[src/rtl/id_ex_stage_reg.sv]
// -----------------------------------------------------------------------------
// id_ex_stage_reg
//
// Decode-to-execute pipeline register of the MIPS pipeline.
//   * Captures the decode control word and operand data into EX, one cycle
//     after they appear in ID.
//   * Detects load-use hazards against the instruction in EX. It raises stall_o
//     for one cycle and inserts a single bubble.
//   * Holds a multi-cycle MUL in EX for MUL_LAT cycles. A small down-counter
//     tracks the remaining hold cycles.
//   * Discards EX contents on a flush resolved in EX (taken branch, j, jr).
//     The flush also aborts a MUL hold.
//
// Parameters
//   BIT_WIDTH  datapath width
//   BIT_SEL    ALUControl is BIT_SEL+1 bits wide
//   MUL_LAT    EX occupancy of a MUL in cycles (>= 1)
//
// Ports
//   clk, rst                  clock (rising edge), async active-low reset
//   id_valid                  decode holds a valid instruction
//   id_<ctrl>                 decode control bits, RegDst, ALUControl
//   id_rs/rt/rd/shamt         instruction fields
//   id_rd1/rd2/imm/pc4        operands, sign-extended immediate, PC+4
//   ex_flush                  taken branch / jump / jr resolved in EX
//   ex_<same as id_>          registered copies for the EX stage
//   ex_valid                  EX holds a real instruction
//   ex_wr_reg                 decoded destination register
//   ex_adv                    EX contents move to MEM at the next edge
//   stall_o                   hold PC and IF/ID this cycle
//   stall_cnt                 free-running count of stalled cycles (wraps)
// -----------------------------------------------------------------------------
module id_ex_stage_reg #(
  parameter int BIT_WIDTH = 32,
  parameter int BIT_SEL   = 3,
  parameter int MUL_LAT   = 4
) (
  input  logic                 clk,
  input  logic                 rst,

  input  logic                 id_valid,
  input  logic                 id_RegWrite,
  input  logic                 id_Branch,
  input  logic                 id_MemWrite,
  input  logic                 id_jump,
  input  logic                 id_jregister,
  input  logic                 id_ALUSrcA,
  input  logic                 id_ALUSrcB,
  input  logic                 id_MemtoReg,
  input  logic [1:0]           id_RegDst,
  input  logic [BIT_SEL:0]     id_ALUControl,
  input  logic [4:0]           id_rs,
  input  logic [4:0]           id_rt,
  input  logic [4:0]           id_rd,
  input  logic [4:0]           id_shamt,
  input  logic [BIT_WIDTH-1:0] id_rd1,
  input  logic [BIT_WIDTH-1:0] id_rd2,
  input  logic [BIT_WIDTH-1:0] id_imm,
  input  logic [BIT_WIDTH-1:0] id_pc4,

  input  logic                 ex_flush,

  output logic                 ex_RegWrite,
  output logic                 ex_Branch,
  output logic                 ex_MemWrite,
  output logic                 ex_jump,
  output logic                 ex_jregister,
  output logic                 ex_ALUSrcA,
  output logic                 ex_ALUSrcB,
  output logic                 ex_MemtoReg,
  output logic [1:0]           ex_RegDst,
  output logic [BIT_SEL:0]     ex_ALUControl,
  output logic [4:0]           ex_rs,
  output logic [4:0]           ex_rt,
  output logic [4:0]           ex_rd,
  output logic [4:0]           ex_shamt,
  output logic [BIT_WIDTH-1:0] ex_rd1,
  output logic [BIT_WIDTH-1:0] ex_rd2,
  output logic [BIT_WIDTH-1:0] ex_imm,
  output logic [BIT_WIDTH-1:0] ex_pc4,

  output logic                 ex_valid,
  output logic [4:0]           ex_wr_reg,
  output logic                 ex_adv,
  output logic                 stall_o,
  output logic [15:0]          stall_cnt
);

  // The counter must hold MUL_LAT-1. It is never narrower than 3 bits.
  localparam int CNT_W    = ($clog2(MUL_LAT) > 3) ? $clog2(MUL_LAT) : 3;
  localparam int MUL_LOAD = MUL_LAT - 1;
  localparam int ALU_MUL  = 9;

  // Everything that lives in EX, packed so a bubble is simply all-zero.
  typedef struct packed {
    logic                 valid;
    logic                 reg_write;
    logic                 branch;
    logic                 mem_write;
    logic                 jump;
    logic                 jregister;
    logic                 alu_src_a;
    logic                 alu_src_b;
    logic                 mem_to_reg;
    logic [1:0]           reg_dst;
    logic [BIT_SEL:0]     alu_control;
    logic [4:0]           rs;
    logic [4:0]           rt;
    logic [4:0]           rd;
    logic [4:0]           shamt;
    logic [BIT_WIDTH-1:0] rd1;
    logic [BIT_WIDTH-1:0] rd2;
    logic [BIT_WIDTH-1:0] imm;
    logic [BIT_WIDTH-1:0] pc4;
    logic [4:0]           wr_reg;
  } ex_word_t;

  // RUN: no MUL hold pending. MUL_BUSY: cnt_reg != 0.
  // The state is kept in step with the counter.
  typedef enum logic {
    RUN      = 1'b0,
    MUL_BUSY = 1'b1
  } state_t;

  ex_word_t         ex_reg;
  ex_word_t         ex_next;
  ex_word_t         id_word;
  state_t           state_reg;
  state_t           state_next;
  logic [CNT_W-1:0] cnt_reg;
  logic [CNT_W-1:0] cnt_next;
  logic [15:0]      stall_cnt_reg;

  logic [4:0]       id_wr_reg;
  logic             id_uses_rt;
  logic             id_is_mul;
  logic             load_use;
  logic             mul_hold;

  // ---------------------------------------------------------------------------
  // Decode-side helpers
  // ---------------------------------------------------------------------------
  always_comb begin
    id_wr_reg = 5'd0;
    case (id_RegDst)
      2'd0:    id_wr_reg = id_rt;
      2'd1:    id_wr_reg = id_rd;
      2'd2:    id_wr_reg = 5'd31;
      default: id_wr_reg = 5'd0;
    endcase
  end

  // rt is a source unless the immediate replaces it as ALU operand B.
  // Stores and branches read rt regardless of ALUSrcB.
  assign id_uses_rt = ~id_ALUSrcB | id_MemWrite | id_Branch;
  assign id_is_mul  = (id_ALUControl == ALU_MUL[BIT_SEL:0]);

  always_comb begin
    id_word             = '0;
    id_word.valid       = id_valid;
    id_word.reg_write   = id_RegWrite;
    id_word.branch      = id_Branch;
    id_word.mem_write   = id_MemWrite;
    id_word.jump        = id_jump;
    id_word.jregister   = id_jregister;
    id_word.alu_src_a   = id_ALUSrcA;
    id_word.alu_src_b   = id_ALUSrcB;
    id_word.mem_to_reg  = id_MemtoReg;
    id_word.reg_dst     = id_RegDst;
    id_word.alu_control = id_ALUControl;
    id_word.rs          = id_rs;
    id_word.rt          = id_rt;
    id_word.rd          = id_rd;
    id_word.shamt       = id_shamt;
    id_word.rd1         = id_rd1;
    id_word.rd2         = id_rd2;
    id_word.imm         = id_imm;
    id_word.pc4         = id_pc4;
    id_word.wr_reg      = id_wr_reg;
  end

  // ---------------------------------------------------------------------------
  // Hazard / hold detection
  // ---------------------------------------------------------------------------
  // Load in EX whose result is needed by the instruction in ID. A write to r0
  // carries no data, so it never stalls.
  assign load_use = ex_reg.valid & ex_reg.mem_to_reg & ex_reg.reg_write &
                    (ex_reg.wr_reg != 5'd0) & id_valid &
                    ((ex_reg.wr_reg == id_rs) |
                     (id_uses_rt & (ex_reg.wr_reg == id_rt)));

  assign mul_hold = (state_reg == MUL_BUSY);

  // A flush makes the stall moot: the ID instruction is on the squashed path
  // or gets refetched, and EX is emptied anyway.
  assign stall_o  = ~ex_flush & (mul_hold | load_use);
  assign ex_adv   = ex_reg.valid & ~mul_hold;

  // ---------------------------------------------------------------------------
  // Next-state logic. Priority: flush, hold, bubble, capture.
  // ---------------------------------------------------------------------------
  always_comb begin
    ex_next  = ex_reg;
    cnt_next = cnt_reg;

    if (ex_flush) begin
      ex_next  = '0;
      cnt_next = '0;
    end else if (mul_hold) begin
      cnt_next = cnt_reg - CNT_W'(1);
    end else if (load_use) begin
      ex_next = '0;
    end else if (id_valid) begin
      ex_next = id_word;
      if (id_is_mul && (MUL_LAT > 1)) begin
        cnt_next = MUL_LOAD[CNT_W-1:0];
      end
    end else begin
      ex_next = '0;
    end

    state_next = (cnt_next != '0) ? MUL_BUSY : RUN;
  end

  // ---------------------------------------------------------------------------
  // Registers
  // ---------------------------------------------------------------------------
  always_ff @(posedge clk or negedge rst) begin
    if (!rst) begin
      ex_reg        <= '0;
      cnt_reg       <= '0;
      state_reg     <= RUN;
      stall_cnt_reg <= 16'd0;
    end else begin
      ex_reg    <= ex_next;
      cnt_reg   <= cnt_next;
      state_reg <= state_next;
      if (stall_o) begin
        stall_cnt_reg <= stall_cnt_reg + 16'd1;
      end
    end
  end

  // ---------------------------------------------------------------------------
  // Outputs
  // ---------------------------------------------------------------------------
  assign ex_valid      = ex_reg.valid;
  assign ex_RegWrite   = ex_reg.reg_write;
  assign ex_Branch     = ex_reg.branch;
  assign ex_MemWrite   = ex_reg.mem_write;
  assign ex_jump       = ex_reg.jump;
  assign ex_jregister  = ex_reg.jregister;
  assign ex_ALUSrcA    = ex_reg.alu_src_a;
  assign ex_ALUSrcB    = ex_reg.alu_src_b;
  assign ex_MemtoReg   = ex_reg.mem_to_reg;
  assign ex_RegDst     = ex_reg.reg_dst;
  assign ex_ALUControl = ex_reg.alu_control;
  assign ex_rs         = ex_reg.rs;
  assign ex_rt         = ex_reg.rt;
  assign ex_rd         = ex_reg.rd;
  assign ex_shamt      = ex_reg.shamt;
  assign ex_rd1        = ex_reg.rd1;
  assign ex_rd2        = ex_reg.rd2;
  assign ex_imm        = ex_reg.imm;
  assign ex_pc4        = ex_reg.pc4;
  assign ex_wr_reg     = ex_reg.wr_reg;
  assign stall_cnt     = stall_cnt_reg;

endmodule
[config.mk]
export PLATFORM = sky130hd
export DESIGN_NAME = id_ex_stage_reg
export DESIGN_NICKNAME = d
export VERILOG_FILES = /design/src/rtl/id_ex_stage_reg.sv
export SDC_FILE = /design/constraint.sdc
export NUM_CORES = 1
export LEC_CHECK = 0
export BUFFER_PORTS_ARGS = -buffer_cell sky130_fd_sc_hd__buf_2
export CORE_AREA = 2 2 136 138
export CTS_CLUSTER_DIAMETER = 80
export CTS_CLUSTER_SIZE = 14
export DETAILED_ROUTE_END_ITERATION = 7
export DIE_AREA = 0 0 138 140
export GPL_ROUTABILITY_DRIVEN = 0
export PLACE_DENSITY = 0.77
export RECOVER_POWER = 25
export SKIP_CTS_REPAIR_TIMING = 1
export SYNTH_ARGS = -nofsm -noshare
export SYNTH_HDL_FRONTEND = slang
export SYNTH_SLANG_ARGS = --single-unit
export TNS_END_PERCENT = 50
[constraint.sdc]
create_clock -name clk -period 4.1 [get_ports clk]
set_clock_uncertainty 0.15 [all_clocks]
set_input_delay 1.025 -clock clk [delete_from_list [all_inputs] [get_ports clk]]
set_output_delay 1.025 -clock clk [all_outputs]
set_load 0.05 [all_outputs]
# After elaboration in Yosys (flattened, before gate mapping)

Cells that the tools add are included.

Register bits after elaboration: 188
Output and inout bits: 186
Logic and storage cells: 60

Add/subtract/negate cells: 2
Eq/ne operators: 6
Multiplexer cells: 11
Bitwise operators: 15
Reductions and logical operators: 3

Operator list:

| cell                                                                | number |
|---|---|
| 168-bit two-way mux                                                 | 4 |
| 16-bit by 1-bit adder with 16-bit output (second input constant)    | 1 |
| 3-bit two-way mux                                                   | 5 |
| 5-bit one-hot mux with 3 select lines                               | 1 |
| 5-bit == test                                                       | 2 |
| 1-bit bitwise AND                                                   | 8 |
| 5-bit nonzero test                                                  | 1 |
| 4-bit == test (second input constant)                               | 1 |
| 1-bit bitwise OR                                                    | 4 |
| 1-bit inverter                                                      | 3 |
| 3-bit nonzero test                                                  | 1 |
| 3-bit by 1-bit subtractor with 3-bit output (second input constant) | 1 |
| 2-bit by 1-bit == test with 1-bit output (second input constant)    | 1 |
| 2-bit == test (second input constant)                               | 1 |
| 2-bit logical NOT                                                   | 1 |
| 2-bit inequality test (second input constant)                       | 1 |
| 1-bit two-way mux                                                   | 1 |

# Depth between registers and ports, before layout

Depth in word-level cells: 11
Mapped depth: 8
Mapped depth without buffers: 7

# Least setup slack after synthesis

Ideal clock, no wire load.

Kind: input to output
Start point: input id_rt[0]
End point: output stall_o
Arrival: 2,201 ps
Required time: 2,925 ps
Path slack: 724 ps
Cell stages on the path: 5
Path buffers: 0
Path through: xor2_1 nor4_1 a22oi_1 o31a_1 inv_1

Word-level cells in the longest chain between the ends: 6

RTL lines:

| item              | line | source |
|---|---|---|
| from (decl)       | 53   | `input logic [4:0] id_rt,` |
| 5-bit == test     | 190  | `(id_uses_rt & (ex_reg.wr_reg == id_rt)));` |
| 1-bit bitwise AND | 190  |  |
| 1-bit bitwise OR  | 189  | `((ex_reg.wr_reg == id_rs) \|` |
| 1-bit bitwise AND | 188  | `(ex_reg.wr_reg != 5'd0) & id_valid &` |
| 1-bit bitwise OR  | 196  | `assign stall_o = ~ex_flush & (mul_hold \| load_use);` |
| 1-bit bitwise AND | 196  |  |
| to (decl)         | 85   | `output logic stall_o,` |

Every way passes these cells.

# Final worst setup path

Start point: input id_ALUSrcB
End point: output stall_o

Word-level cells in the longest chain between the ends: 8

RTL lines:

| item                          | line | source |
|---|---|---|
| from (decl)                   | 48   | `input logic id_ALUSrcB,` |
| 1-bit inverter                | 155  | `assign id_uses_rt = ~id_ALUSrcB \| id_MemWrite \| id_Branch;` |
| 1-bit bitwise OR (2 in a row) | 155  |  |
| 1-bit bitwise AND             | 190  |  |
| 1-bit bitwise OR              | 189  |  |
| 1-bit bitwise AND             | 188  |  |
| 1-bit bitwise OR              | 196  |  |
| 1-bit bitwise AND             | 196  |  |

Every way passes these cells.

==> results.py <==
metrics = {
    "logic_synthesis": {
        "synth_cell_type_count": 35,
        "synth_nets": 669,
        "yosysSeqAreaShare_pct": 67.0,
        "netlist_instances": 501,
        "yosys_most_used_dff": "dfrtp_1",
        "syn-mean-instance-area_um2": 14.0,
        "synth_area_um2": 7030,
        "ys_ff_latch": 188,
        "synth_warnings": 0,
        "synth-edff-count": 0,
        "ys_async_sr_fraction_pct": 100,
    },
    "detailed_routing": {
        "num_vias": 5576,
        "ant_nets": 0,
        "dr_wl_met3_mm": 1.17,
        "wl_met2_mm": 9.17,
        "remaining_drc_errors": 0,
        "vias_per_cell": 5.16,
        "drt_wl_total_mm": 19.0,
        "avgRoutedWirePerCell_um": 17.6,
        "drtIter0Drc": 288,
        "top_layer_used": "met4",
        "drt-met1-wl_mm": 8.30,
        "firstDrtPassIters": 4,
    },
    "global_routing": {
        "grt_usage_pct": 19.7,
        "grt_max_degree": 169,
        "grt_first_pass_wirelength_mm": 30.7,
        "grt_overflow_total": 0,
        "antenna_found_initial": 0,
        "grt_pass1_vias": 5622,
    },
    "worst_setup_path": {
        "cpPeakStageDelay_ns": 0.28,
        "cpMostUsedCell": "buf_2",
        "crit_required_ns": 2.92,
        "path_class": "input pin to output pin",
        "critical_path_arrival_ns": 2.40,
        "critPathLaunchType": "input pin",
        "path_cells": "buf_2 -> nor3b_1 -> nor4_1 -> a22oi_1 -> o31a_1 -> inv_1 -> buf_2",
        "ff2ff_path_depth": 6,
        "crit_fanout": 4,
        "end_kind": "output pin",
        "slowest_stage": "o31a_1",
    },
    "sta": {
        "setup-violations-final": 0,
        "rsz0062_at_grt": "no",
        "period_minus_slack_ns": 3.57,
        "tightest_slew_ns": 1.97,
        "fin_setup_tns_ns": 0,
        "fmax_mhz": 280,
        "hold_viol": 0,
        "maxSlewHeadroom_pct": -31.3,
        "finalCritPeriodShare_pct": 87.1,
        "drv_slew": 81,
    },
    "place": {
        "placed_cell_area_um2": 9010,
        "dp_hpwl_mm": 13.3,
        "portBuffers": 351,
        "dp_cells": 1049,
    },
    "die": {
        "die_h_um": 140,
        "core_um2": 17800,
        "rows": 49,
        "die-area_um2": 19300,
        "pin_count": 352,
        "die_x_um": 138,
        "initial_core_util_pct": 39.5,
    },
    "outcome": {
        "violations": "capacitance limit, slew limit",
        "status": "finished, violations left",
    },
    "clock_network": {
        "cts_max_path_buffers": 2,
        "path_clk_slew_ns": 0.07,
        "cts_buffers": 17,
        "cts_tree": "built",
        "clock-sinks": 188,
        "clk_latency_ns": 0.42,
        "cts_htree_levels": 4,
        "clock-root-buffer": "clkbuf_16",
    },
    "cells_and_area": {
        "final.fill_count": 1551,
        "syn_to_final_growth_pct": 36.5,
        "design_area_um2": 9590,
        "drive_gt1_share_pct": 45.9,
        "antenna_cells": 0,
        "instances_no_fill": 1081,
        "postLayoutCoreUtil_pct": 53.9,
        "num-nets-final": 1007,
    },
    "power": {
        "p_leak_nw": 5.42,
        "peakVddDrop_mv": 0.460,
        "power.density_nw_per_um2": 534,
    },
    "run": {
        "drv_cap": 1,
    },
    "hold_path": {
        "holdPathStages": 1,
        "min_path_type": "flip-flop to flip-flop",
    },
}
[cell usage after synthesis (all sizes together) (2+ instances only)]
| library cell | count | share of area [%] |
|---|---|---|
| o21a | 2 | 0.21 |
| and3 | 2 | 0.18 |
| xnor2 | 7 | 0.87 |
| nor4 | 3 | 0.27 |
| o21ai | 6 | 0.43 |
| nor2 | 12 | 0.64 |
| buf | 16 | 1.2 |
| nor3 | 7 | 0.50 |
| nor3b | 2 | 0.21 |
| ha | 2 | 0.36 |
| nand2 | 12 | 0.64 |
| a22o | 167 | 21 |
| nor2b | 3 | 0.27 |
| clkbuf | 24 | 1.3 |
| a21oi | 2 | 0.14 |
| nand3 | 6 | 0.43 |
| dfrtp | 188 | 67 |
| inv | 8 | 0.43 |
| xor2 | 19 | 2.4 |
[worst max-delay path: cells and delay by family]
kind                   cells  cell delay (ns)
AO/OA/AOI/OAI              2             0.43
buffers and inverters      3             0.50
AND/OR/NAND/NOR            2             0.43
[final timing paths]
kind	from	endpoint	slack (ns)
setup / recovery	id_ALUSrcB	stall_o	0.53
hold / removal	stall_cnt[15]	stall_cnt[15]	0.32
setup reg to reg	ex_wr_reg[1]	ex_pc4[7]	1.27
hold reg to reg	stall_cnt[15]	stall_cnt[15]	0.32
max in group asynchronous	rst	ex_MemtoReg	1.03
min in group asynchronous	rst	stall_cnt[8]	0.98
[cells by family after synthesis]
family,share of synthesized area (%)
buffers and inverters,2.90
AND/OR/NAND/NOR,3.94
multiplexers,0.160
AO/OA/AOI/OAI,22.5
flip-flops,67.0
adder cells (fa/ha/maj),0.356
XOR/XNOR,3.24
[metal layers]
layer | up-vias | global-route usage, %
met5 | - | 0
met4 | 0 | 6.87
met3 | 22 | 5.06
met2 | 255 | 30.9
met1 | 2731 | 26.9
li1 | 2568 | -
[layout make-up]
type	count	area (um^2)	share of cell area [%]
Multi-Input combinational cell	265	2130	22.2
Sequential cell	188	4700	49.1
Clock buffer	19	443	4.62
Tap cell	229	287	2.99
Clock inverter	13	154	1.60
Inverter	8	30.0	0.313
Timing Repair Buffer	359	1850	19.3
[cell usage in the layout, fill, tap and decap left out, drive strengths merged, types with 2 or more instances in the layout]
master / n
bufinv: 2
clkbuf: 22
xnor2: 7
nor3: 7
clkinv: 2
nor2: 12
a22o: 167
nor4: 3
clkinvlp: 3
buf: 356
dfrtp: 188
xor2: 19
ha: 2
inv: 14
o21ai: 6
nand2: 12
and3: 2
a21oi: 2
o21a: 2
nor2b: 3
nor3b: 2
nand3: 6
[metrics by stage]
stage | total power (W) | hold WS (ns) | setup slack (ns)
floorplan | 0.00309 | 0.336 | 0.724
CTS | 0.00516 | 0.323 | 0.525
global route | 0.00534 | 0.349 | 0.367
global placement | 0.00347 | 0.301 | 0.559
detailed placement | 0.00349 | 0.309 | 0.525
finish | 0.00512 | 0.316 | 0.528
[power by group]
group | total, W | switching, W | internal, W | leakage (nW)
Combinational | 0.00130 | 0.000960 | 0.000344 | 2.60
Clock | 0.00167 | 0.000735 | 0.000932 | 0.285
Sequential | 0.00215 | 0.000128 | 0.00202 | 2.53
Total | 0.00512 | 0.00182 | 0.00330 | 5.42
Note: power is estimated with default switching activity, not from simulation.
